`config.mk`:
```
export PLATFORM = sky130hd
export DESIGN_NAME = keypad_scanner
export DESIGN_NICKNAME = d
export VERILOG_FILES = /design/src/rtl/keypad_scanner.sv
export SDC_FILE = /design/constraint.sdc
export NUM_CORES = 1
export LEC_CHECK = 0
export CORE_MARGIN = 1
export CORE_UTILIZATION = 56
export CTS_BUF_LIST = sky130_fd_sc_hd__clkbuf_4 sky130_fd_sc_hd__clkbuf_8
export DETAILED_ROUTE_END_ITERATION = 8
export GPL_TIMING_DRIVEN = 0
export PLACE_DENSITY = 0.88
export SYNTH_ARGS = -nofsm -noshare
export SYNTH_HDL_FRONTEND = slang
export SYNTH_SLANG_ARGS = --single-unit
```
`constraint.sdc`:
```
create_clock -name clk -period 2.39 [get_ports clk]
set_input_delay 0.239 -clock clk [delete_from_list [all_inputs] [get_ports clk]]
set_output_delay 0.239 -clock clk [all_outputs]
set_load 0.01 [all_outputs]
```
`src/rtl/keypad_scanner.sv`:
```
// 4x4 matrix keypad scanner: rotates an active-low column strobe on each scan tick,
// debounces presses and releases over DEBOUNCE_SCANS samples, reports one pulse per press.
module keypad_scanner #(
    parameter int DEBOUNCE_SCANS = 4,
    parameter int CNT_W          = 3
) (
    input  logic       clk,
    input  logic       rst_n,
    input  logic       t,
    input  logic [3:0] rows,
    output logic [3:0] cols,
    output logic [3:0] key_code,
    output logic       key_valid,
    output logic       key_held
);

    typedef enum logic [1:0] {SCAN, DEBOUNCE, PRESSED, RELEASE} state_t;

    localparam logic [CNT_W-1:0] DB_MAX = CNT_W'(DEBOUNCE_SCANS);
    localparam bit               DB_ONE = (DEBOUNCE_SCANS <= 1);

    logic [1:0]       t_sync;
    logic             t_d;
    logic [3:0]       rows_s1, rows_s;
    logic             scan_en;

    state_t           state;
    logic [CNT_W-1:0] count;
    logic [CNT_W-1:0] count_inc;
    logic [3:0]       pat;
    logic [1:0]       col_lat;

    // Lowest-numbered low bit; gives row priority and decodes the one-cold column strobe.
    function automatic logic [1:0] low_idx(input logic [3:0] v);
        logic [1:0] idx;
        if (!v[0])      idx = 2'd0;
        else if (!v[1]) idx = 2'd1;
        else if (!v[2]) idx = 2'd2;
        else            idx = 2'd3;
        return idx;
    endfunction

    always_ff @(posedge clk or negedge rst_n) begin
        if (!rst_n) begin
            t_sync  <= 2'b00;
            t_d     <= 1'b0;
            rows_s1 <= 4'hf;
            rows_s  <= 4'hf;
        end else begin
            t_sync  <= {t_sync[0], t};
            t_d     <= t_sync[1];
            rows_s1 <= rows;
            rows_s  <= rows_s1;
        end
    end

    assign scan_en   = t_sync[1] & ~t_d;
    assign count_inc = count + 1'b1;

    always_ff @(posedge clk or negedge rst_n) begin
        if (!rst_n) begin
            state     <= SCAN;
            cols      <= 4'b1110;
            key_code  <= 4'h0;
            key_valid <= 1'b0;
            key_held  <= 1'b0;
            count     <= '0;
            pat       <= 4'hf;
            col_lat   <= 2'd0;
        end else begin
            key_valid <= 1'b0;
            if (scan_en) begin
                case (state)
                    SCAN: begin
                        if (rows_s == 4'hf) begin
                            cols <= {cols[2:0], cols[3]};
                        end else if (DB_ONE) begin
                            key_code  <= {low_idx(rows_s), low_idx(cols)};
                            key_valid <= 1'b1;
                            key_held  <= 1'b1;
                            count     <= '0;
                            state     <= PRESSED;
                        end else begin
                            pat     <= rows_s;
                            col_lat <= low_idx(cols);
                            count   <= CNT_W'(1);
                            state   <= DEBOUNCE;
                        end
                    end
                    DEBOUNCE: begin
                        if (rows_s == pat) begin
                            if (count_inc >= DB_MAX) begin
                                key_code  <= {low_idx(pat), col_lat};
                                key_valid <= 1'b1;
                                key_held  <= 1'b1;
                                count     <= '0;
                                state     <= PRESSED;
                            end else begin
                                count <= count_inc;
                            end
                        end else begin
                            // Bounce: drop the candidate and move on rather than re-latching.
                            count <= '0;
                            cols  <= {cols[2:0], cols[3]};
                            state <= SCAN;
                        end
                    end
                    PRESSED: begin
                        if (rows_s == 4'hf) begin
                            if (DB_ONE) begin
                                key_held <= 1'b0;
                                count    <= '0;
                                cols     <= {cols[2:0], cols[3]};
                                state    <= SCAN;
                            end else begin
                                count <= CNT_W'(1);
                                state <= RELEASE;
                            end
                        end
                    end
                    RELEASE: begin
                        if (rows_s == 4'hf) begin
                            if (count_inc >= DB_MAX) begin
                                key_held <= 1'b0;
                                count    <= '0;
                                cols     <= {cols[2:0], cols[3]};
                                state    <= SCAN;
                            end else begin
                                count <= count_inc;
                            end
                        end else begin
                            count <= '0;
                            state <= PRESSED;
                        end
                    end
                    default: state <= SCAN;
                endcase
            end
        end
    end

endmodule

```
# [Word level (Yosys, flattened, before mapping)]
# Cells that the tools add are included.
[op_classes] n_bitwise=3 magnitude_cmp=1 reduce_logical=9 add_sub_neg=1 eq_ne=15 mux=33
[ops] cell="2-to-1 mux 2 bit" count=10
[ops] cell="2-to-1 mux 4 bit" count=4
[ops] cell="!= test 2 bit (second input constant)" count=8
[ops] cell="2-to-1 mux 3 bit" count=5
[ops] cell="case mux 3 bit (4 select lines)" count=1
[ops] cell="case mux 4 bit (3 select lines)" count=1
[ops] cell="AND reduction 6 bit" count=2
[ops] cell="2-to-1 mux 1 bit" count=10
[ops] cell="case mux 2 bit (4 select lines)" count=1
[ops] cell="!= test 3 bit (second input constant)" count=2
[ops] cell="AND reduction 3 bit" count=2
[ops] cell="AND reduction 5 bit" count=1
[ops] cell="== test 2 bit (second input constant)" count=2
[ops] cell="== test 4 bit" count=1
[ops] cell="== test 4 bit (second input constant)" count=1
[ops] cell="AND reduction 4 bit" count=1
[ops] cell="adder 3 x 1 -> 3 bit (second input constant)" count=1
[ops] cell=">= comparator 3 bit (second input constant)" count=1
[ops] cell="nonzero test 3 bit" count=1
[ops] cell="== test 2 x 1 -> 1 bit (second input constant)" count=1
[ops] cell="logical NOT 2 bit" count=1
[ops] cell="NOT 1 bit" count=2
[ops] cell="case mux 1 bit (2 select lines)" count=1
[ops] cell="nonzero test 2 bit" count=1
[ops] cell="bitwise AND 1 bit" count=1
[word_totals] output_inout_bits=10 reg_bits=32 inputBits=7 wordCells=74

# [Depth between registers and ports, before layout]
# Gate-level depths: netlist of run 1.
[depth] word_depth=6 mapped_depth=6 depth_no_buf=5

# [Worst setup path before layout of run 1]
# Ideal clock, no wire load.
[synth_timing] path_kind="reg-to-reg" from="reg count[0]" to="reg cols[0]" setup_time_ns=0.125 arrival_time_ns=1.711 t_required_ns=2.265 path_slack_ns=0.554 synth_period_minus_slack_ns=1.836 path_stages_with_launch=6 n_path_buf=0 cell_sequence="dfrtp_1 ha_1 xor2_2 nand4_4 a221oi_4 mux2_2"
[synth_between] elab_chain_len=4
[synth_lines] item="from (decl)" line_no="28" rtl="logic [CNT_W-1:0] count;"
[synth_lines] item="from (signal assigned)" line_no="99" rtl="count <= count_inc;"
[synth_lines] item="from (signal assigned)" line_no="129" rtl="count <= count_inc;"
[synth_lines] item="adder 3 x 1 -> 3 bit" line_no="58" rtl="assign count_inc = count + 1'b1;"
[synth_lines] item=">= comparator 3 bit" line_no="123" rtl="if (count_inc >= DB_MAX) begin"
[synth_lines] item="!= test 2 bit (no source line)"
[synth_lines] item="AND reduction 6 bit (no source line)"
[synth_lines] item="to (signal assigned)" line_no="76" rtl="cols <= {cols[2:0], cols[3]};"
[synth_lines] item="to (signal assigned)" line_no="113" rtl="cols <= {cols[2:0], cols[3]};"
[synth_lines] item="to (signal assigned)" line_no="126" rtl="cols <= {cols[2:0], cols[3]};"
[synth_lines] item="to (decl)" line_no="11" rtl="output logic [3:0] cols,"
# No other way between the ends.
# A chain may end at the register's enable or synchronous reset.

# [Worst setup path in the final report of run 1]
# Same ends and word-level chain as after synthesis.

==> qor.yml, run 1 <==
critPathArrivalTime_ps: 2200
insertion_delay_ps: 330
drive_gt1_share_pct: 28.47
clk_pin_slew_ps: 90
rows: 17
clock_path_buffers: 2
slew-limit-headroom_pct: 56.43
drv_slew: 0
syn_to_final_growth_pct: 18.77
finalCritPeriodShare_pct: 82.80
synth_top_cell_by_area: "dfrtp_1"
fin_setup_tns_ps: 0
maxCapViolCount: 0
dp_hpwl_um: 1595
initial_utilization_pct: 61.82
grt_start_max_net_pins: 33
hold_path_class: "primary input to register"
power_frac_clock_pct: 24.9
p_seq_share_pct: 53.2
path_class: "register to register"
dieArea_um2: 2741
synth.yosys.seq_area_share_pct: 57.71
yosysWarningCount: 0
max-vdd-ir-drop_v: 0.0006178
path_max_fanout: 4
vias_per_cell: 5.539
numCtsBuffers: 5
place.gp.congestion: 0.8572
synth-seq-cells: 32
route.vias.total: 914
first_global_vias: 815
async_reset_ff_share_pct: 100.0
cts_tree: "done"
outcome: "finished, final reports clean"
drtIter0Drc: 16
dieWidth_um: 52.36
die_h_um: 52.36
synthCells: 112
swShare_pct: 29.88
synthTopCellsByArea: "dfrtp_1, dfstp_2, mux2_4, o21ai_0, xor2_1"
powerDensity_nw_per_um2: 782.7
p_comb_share_pct: 21.9
synth_edf_count: 0
p_sw_w: 0.0003945
syn_area_um2: 1420
place_ws_ps: 418.3
grt_usage_pct: 19.89
io_pins: 17
drtAntennaViolNets: 0
drt-total-wl_um: 2159
cts_root_buf: "clkbuf_4"
cts_sinks: 32
synth_flop_cell: "dfrtp_1"
power_leakage_nw: 0.7210
finalPower_w: 0.001320
htreeDepth: 2
antennaDiodeCount: 0
p_int_w: 0.0009257
portBuffers: 16
yosysTopAreaCellShare_pct: 29.96
max_freq_mhz: 505.3
fill_cells: 154
dr.pass1.iters: 4
syn_avg_cell_area_um2: 12.68
min_period_ps: 1979
worst_pin_slew_ps: 653.6
synth_nets: 120
drc: 0
crit_required_ps: 2610
nNetsFinal: 144
post_drt_wl_per_cell_um: 13.08
grt_pass1_wl_um: 3712
antenna_found_initial: 0
overflow: 0
setup_ws_ps: 411.1
hold_viol_final: 0
coreArea_um2: 2297
clock_skew_ps: 6.513
ys_types: 36
endpoint_kind: "register"
cp-start-kind: "register"
report.final.setup_viol: 0
grt_setup_unrepaired: "false"
metal layers:
layer  up-vias  wire length, um  track usage, %  part of all wire (%)
li1        436                -               -                     -
met1       445              950           25.24                    44
met2        28             1024           28.48                    47
met3         5              133           8.696                   6.2
met4         0               50           10.53                   2.3
met5         -                0               0                     0
final cells by class:
| cell class | count | area (um^2) | share of cell area [%] |
|---|---|---|---|
| buffer | 5 | 41.29 | 2.448 |
| timing repair buffer | 17 | 165.2 | 9.792 |
| tap | 28 | 35.03 | 2.077 |
| clock inverter | 1 | 7.507 | 0.4451 |
| clock buffer | 7 | 58.81 | 3.487 |
| sequential | 32 | 819.5 | 48.59 |
| inverter | 7 | 26.28 | 1.558 |
| multi-input combinational | 68 | 533.0 | 31.60 |
worst max-delay path, stage by stage, from the launching register on:
cell	delay [ps]
dfrtp_1	420
ha_1	240
xor2_2	270
nand4_4	150
a221oi_4	410
mux2_2	370
cell families (layout without fill, tap and decap cells):
group / after synthesis / after routing / share of synthesized area, %
AOI/OAI and AO/OA: 20 / 20 / 9.957
xor gates and xnor gates: 6 / 6 / 4.229
adders and majority gates: 1 / 1 / 0.8809
buffers and inverters: 12 / 37 / 4.758
DFF: 32 / 32 / 57.71
muxes: 10 / 10 / 8.811
and+or+nand+nor: 31 / 31 / 13.66
flip-flops by register name, indices dropped and copies added, names as in the netlist:
register,flops
key_code,4
count,3
pat,4
col_lat,2
rows_s,4
key_held,1
t_sync,2
key_valid,1
rows_s1,4
state,2
cols,4
t_d,1
stage by stage:
step	hold slack [ps]	instances	util (%)	cell area [um^2]
final	309.1	165	73.42	1687
after global routing	285.3	165	73.42	1687
after CTS	282.8	164	73.20	1682
after detailed placement	338.9	156	70.32	1615
after global placement	333.7	156	70.32	1615
after floorplan	-56.59	112	-	1420
Yosys cell counts, drive strengths merged (2+ instances only):
cell and n:
nor3 2, clkbuf 2, nand2 7, mux2i 2, nand3 3, dfstp 15
o21ai 9, xor2 5, nor2b 2, a21oi 4, and3 2, and2 2
nand4 2, a221oi 2, mux2 8, dfrtp 17, inv 7, nor2 6
buf 3
power by group through the flow:
| stage | Sequential (W) | Combinational [W] | Clock, W |
|---|---|---|---|
| after floorplan | 0.000692 | 0.000237 | 0 |
| after global placement | 0.000704 | 0.000278 | 0 |
| after detailed placement | 0.000712 | 0.000291 | 0 |
| after CTS | 0.000702 | 0.000293 | 0.000350 |
| after global routing | 0.000710 | 0.000317 | 0.000369 |
| final | 0.000703 | 0.000289 | 0.000328 |
worst paths after layout:
| check | startpoint | endpoint | slack (ps) | cells past startpoint |
|---|---|---|---|---|
| min in group asynchronous | rst_n | key_code[1] | 470 | 2 |
| max in group asynchronous | rst_n | t_sync[0] | 1490 | 2 |
| max reg2reg | count[0] | cols[0] | 410 | 5 |
| min reg2reg | t_sync[0] | t_sync[1] | 360 | 0 |
| max | count[0] | cols[0] | 410 | 5 |
| min | rows[3] | rows_s1[3] | 310 | 1 |
timing repair:
action	in CTS	in global routing
gates resized for setup	0	0
setup buffers	0	0
endpoints found under the hold margin	0	17
hold buffers	0	1
cell usage in the layout (no fill, tap or decap), drive strengths merged, types with 2 or more instances in the layout:
cell and n:
dfrtp 17, dfstp 15, clkdlybuf4s50 15, o21ai 9, clkbuf 9, mux2 8, inv 7, nand2 7
nor2 6, xor2 5, a21oi 4, buf 4, nand3 3, nor2b 2, and3 2, mux2i 2
nor3 2, and2 2, nand4 2, a221oi 2
(Power assumes the default switching activity.)
==> run 2: changes to the inputs <==
==> constraint.sdc (replaced) <==
create_clock -name clk -period 2 [get_ports clk]
set_input_delay 0.2 -clock clk [delete_from_list [all_inputs] [get_ports clk]]
set_output_delay 0.2 -clock clk [all_outputs]
set_load 0.01 [all_outputs]
==> qor.yml, run 2 (synthesized netlist as in run 1, its figures left out) <==
powerDensity_nw_per_um2: 938.2
r2r-end: "cols[0]"
rows: 17
place.gp.congestion: 0.8572
dp.cells: 156
path_class: "register to register"
cts_sinks: 32
final_common_cell: "dfrtp_1"
dieWidth_um: 52.36
drive_gt1_share_pct: 29.71
antennaDiodeCount: 0
clock_path_buffers: 2
multiInputGateArea_um2: 535.5
p_comb_share_pct: 22.5
grt_pass1_wl_um: 3712
fin_setup_tns_ps: 0
reg2reg_from: "count[0]"
drv_slew: 0
drtIter0Drc: 10
swShare_pct: 30.03
drtAntennaViolNets: 0
report.final.setup_viol: 0
vias_per_cell: 5.500
mostFrequentLayoutCells: "dfrtp_1, dfstp_2, clkdlybuf4s50_1"
post_drt_wl_per_cell_um: 13.23
portBuffers: 16
setup_ws_ps: 105.1
fill_cells: 152
drc: 0
first_global_vias: 815
overflow: 0
insertion_delay_ps: 330
antenna_found_initial: 0
startpoint: "count[0]"
htreeDepth: 2
endpoint_kind: "register"
route.vias.total: 913
drt-total-wl_um: 2196
p_seq_share_pct: 52.8
p_sw_w: 0.0004781
initial_utilization_pct: 61.82
dr.pass1.iters: 4
cp-start-kind: "register"
coreArea_um2: 2297
place_ws_ps: 28.35
io_pins: 17
dieArea_um2: 2741
crit_required_ps: 2220
cts_tree: "done"
reg2reg_depth: 5
maxCapViolCount: 0
final_area_um2: 1697
dp_hpwl_um: 1595
slew-limit-headroom_pct: 56.36
grt_usage_pct: 19.89
outcome: "finished, final reports clean"
instances_no_fill: 166
clock_skew_ps: 6.598
nNetsFinal: 145
hold_path_class: "primary input to register"
hold_viol_final: 0
max_freq_mhz: 527.7
max-vdd-ir-drop_v: 0.0007415
power_leakage_nw: 0.7235
min_period_ps: 1895
power_frac_clock_pct: 24.7
worst_pin_slew_ps: 654.5
grt_setup_unrepaired: "false"
clk_pin_slew_ps: 90
syn_to_final_growth_pct: 19.47
p_int_w: 0.001114
finalCritPeriodShare_pct: 94.75
path_max_fanout: 4
critical_path.endpoint: "cols[0]"
detailed_place.area_um2: 1615
numCtsBuffers: 5
critPathArrivalTime_ps: 2120
cts_root_buf: "clkbuf_4"
seq_area_um2: 819.5
die_h_um: 52.36
rrSetupSlack_ps: 110
grt_start_max_net_pins: 33
run 2: cell count changes in the layout (fill, tap and decap cells not counted):
cell,previous run,this run
buf_4,0,1
ha_1,1,0
ha_2,0,1
run 2: area by class of cell:
cell class,instances,share of cell area (%)
clock buffer,7,3.466
sequential,32,48.30
multi-input combinational,68,31.56
buffer,5,2.434
tap,28,2.065
inverter,7,1.549
clock inverter,1,0.4425
timing repair buffer,18,10.18
run 2: worst min path at each step:
| stage | slack, ps | depth (start not counted) | end | from |
|---|---|---|---|---|
| global route | 250 | 1 | rows_s1[3] | rows[3] |
| detailed placement | 340 | 0 | t_sync[1] | t_sync[0] |
| finish | 270 | 1 | rows_s1[3] | rows[3] |
| global placement | 330 | 0 | t_sync[1] | t_sync[0] |
| floorplan | -100 | 0 | col_lat[0] | rst_n |
| CTS | 240 | 1 | rows_s1[3] | rows[3] |
run 2: layer usage:
| layer | GRT usage [%] | part of all wire (%) | up-vias | wire length [um] |
|---|---|---|---|---|
| met1 | 25.24 | 44 | 444 | 969 |
| met4 | 10.53 | 2.2 | 0 | 48 |
| met5 | 0 | 0 | - | 0 |
| met3 | 8.696 | 5.7 | 4 | 126 |
| li1 | - | - | 439 | - |
| met2 | 28.48 | 48 | 26 | 1051 |
run 2: power by group through the flow:
| stage | Combinational [W] | Clock [W] | Sequential, W |
|---|---|---|---|
| 2_1_floorplan | 0.000283 | 0 | 0.000827 |
| 3_3_place_gp | 0.000333 | 0 | 0.000841 |
| 3_5_place_dp | 0.000347 | 0 | 0.000851 |
| 4_1_cts | 0.000350 | 0.000418 | 0.000839 |
| 5_1_grt | 0.000390 | 0.000440 | 0.000849 |
| 6_report | 0.000358 | 0.000393 | 0.000840 |
run 2: through the flow:
step           total power, W  hold slack [ps]  utilization (%)
2_1_floorplan        0.001110           -95.59                -
3_3_place_gp         0.001174            333.7            70.32
3_5_place_dp         0.001198            338.9            70.32
4_1_cts              0.001607            243.8            73.20
5_1_grt              0.001679            246.3            73.86
6_report             0.001592            268.9            73.86
run 2: repair_timing:
item / in CTS / in global routing
hold buffers: 0 / 1
setup buffers: 0 / 1
resized for setup: 0 / 1
endpoints found under the hold margin: 0 / 17
endpoints found under the setup margin: 0 / 6
run 2: critical path, cell delays in order, from the launching register on:
cell and delay (ps):
dfrtp_1 430, ha_2 210, xor2_2 240, nand4_4 140, a221oi_4 400, mux2_2 370
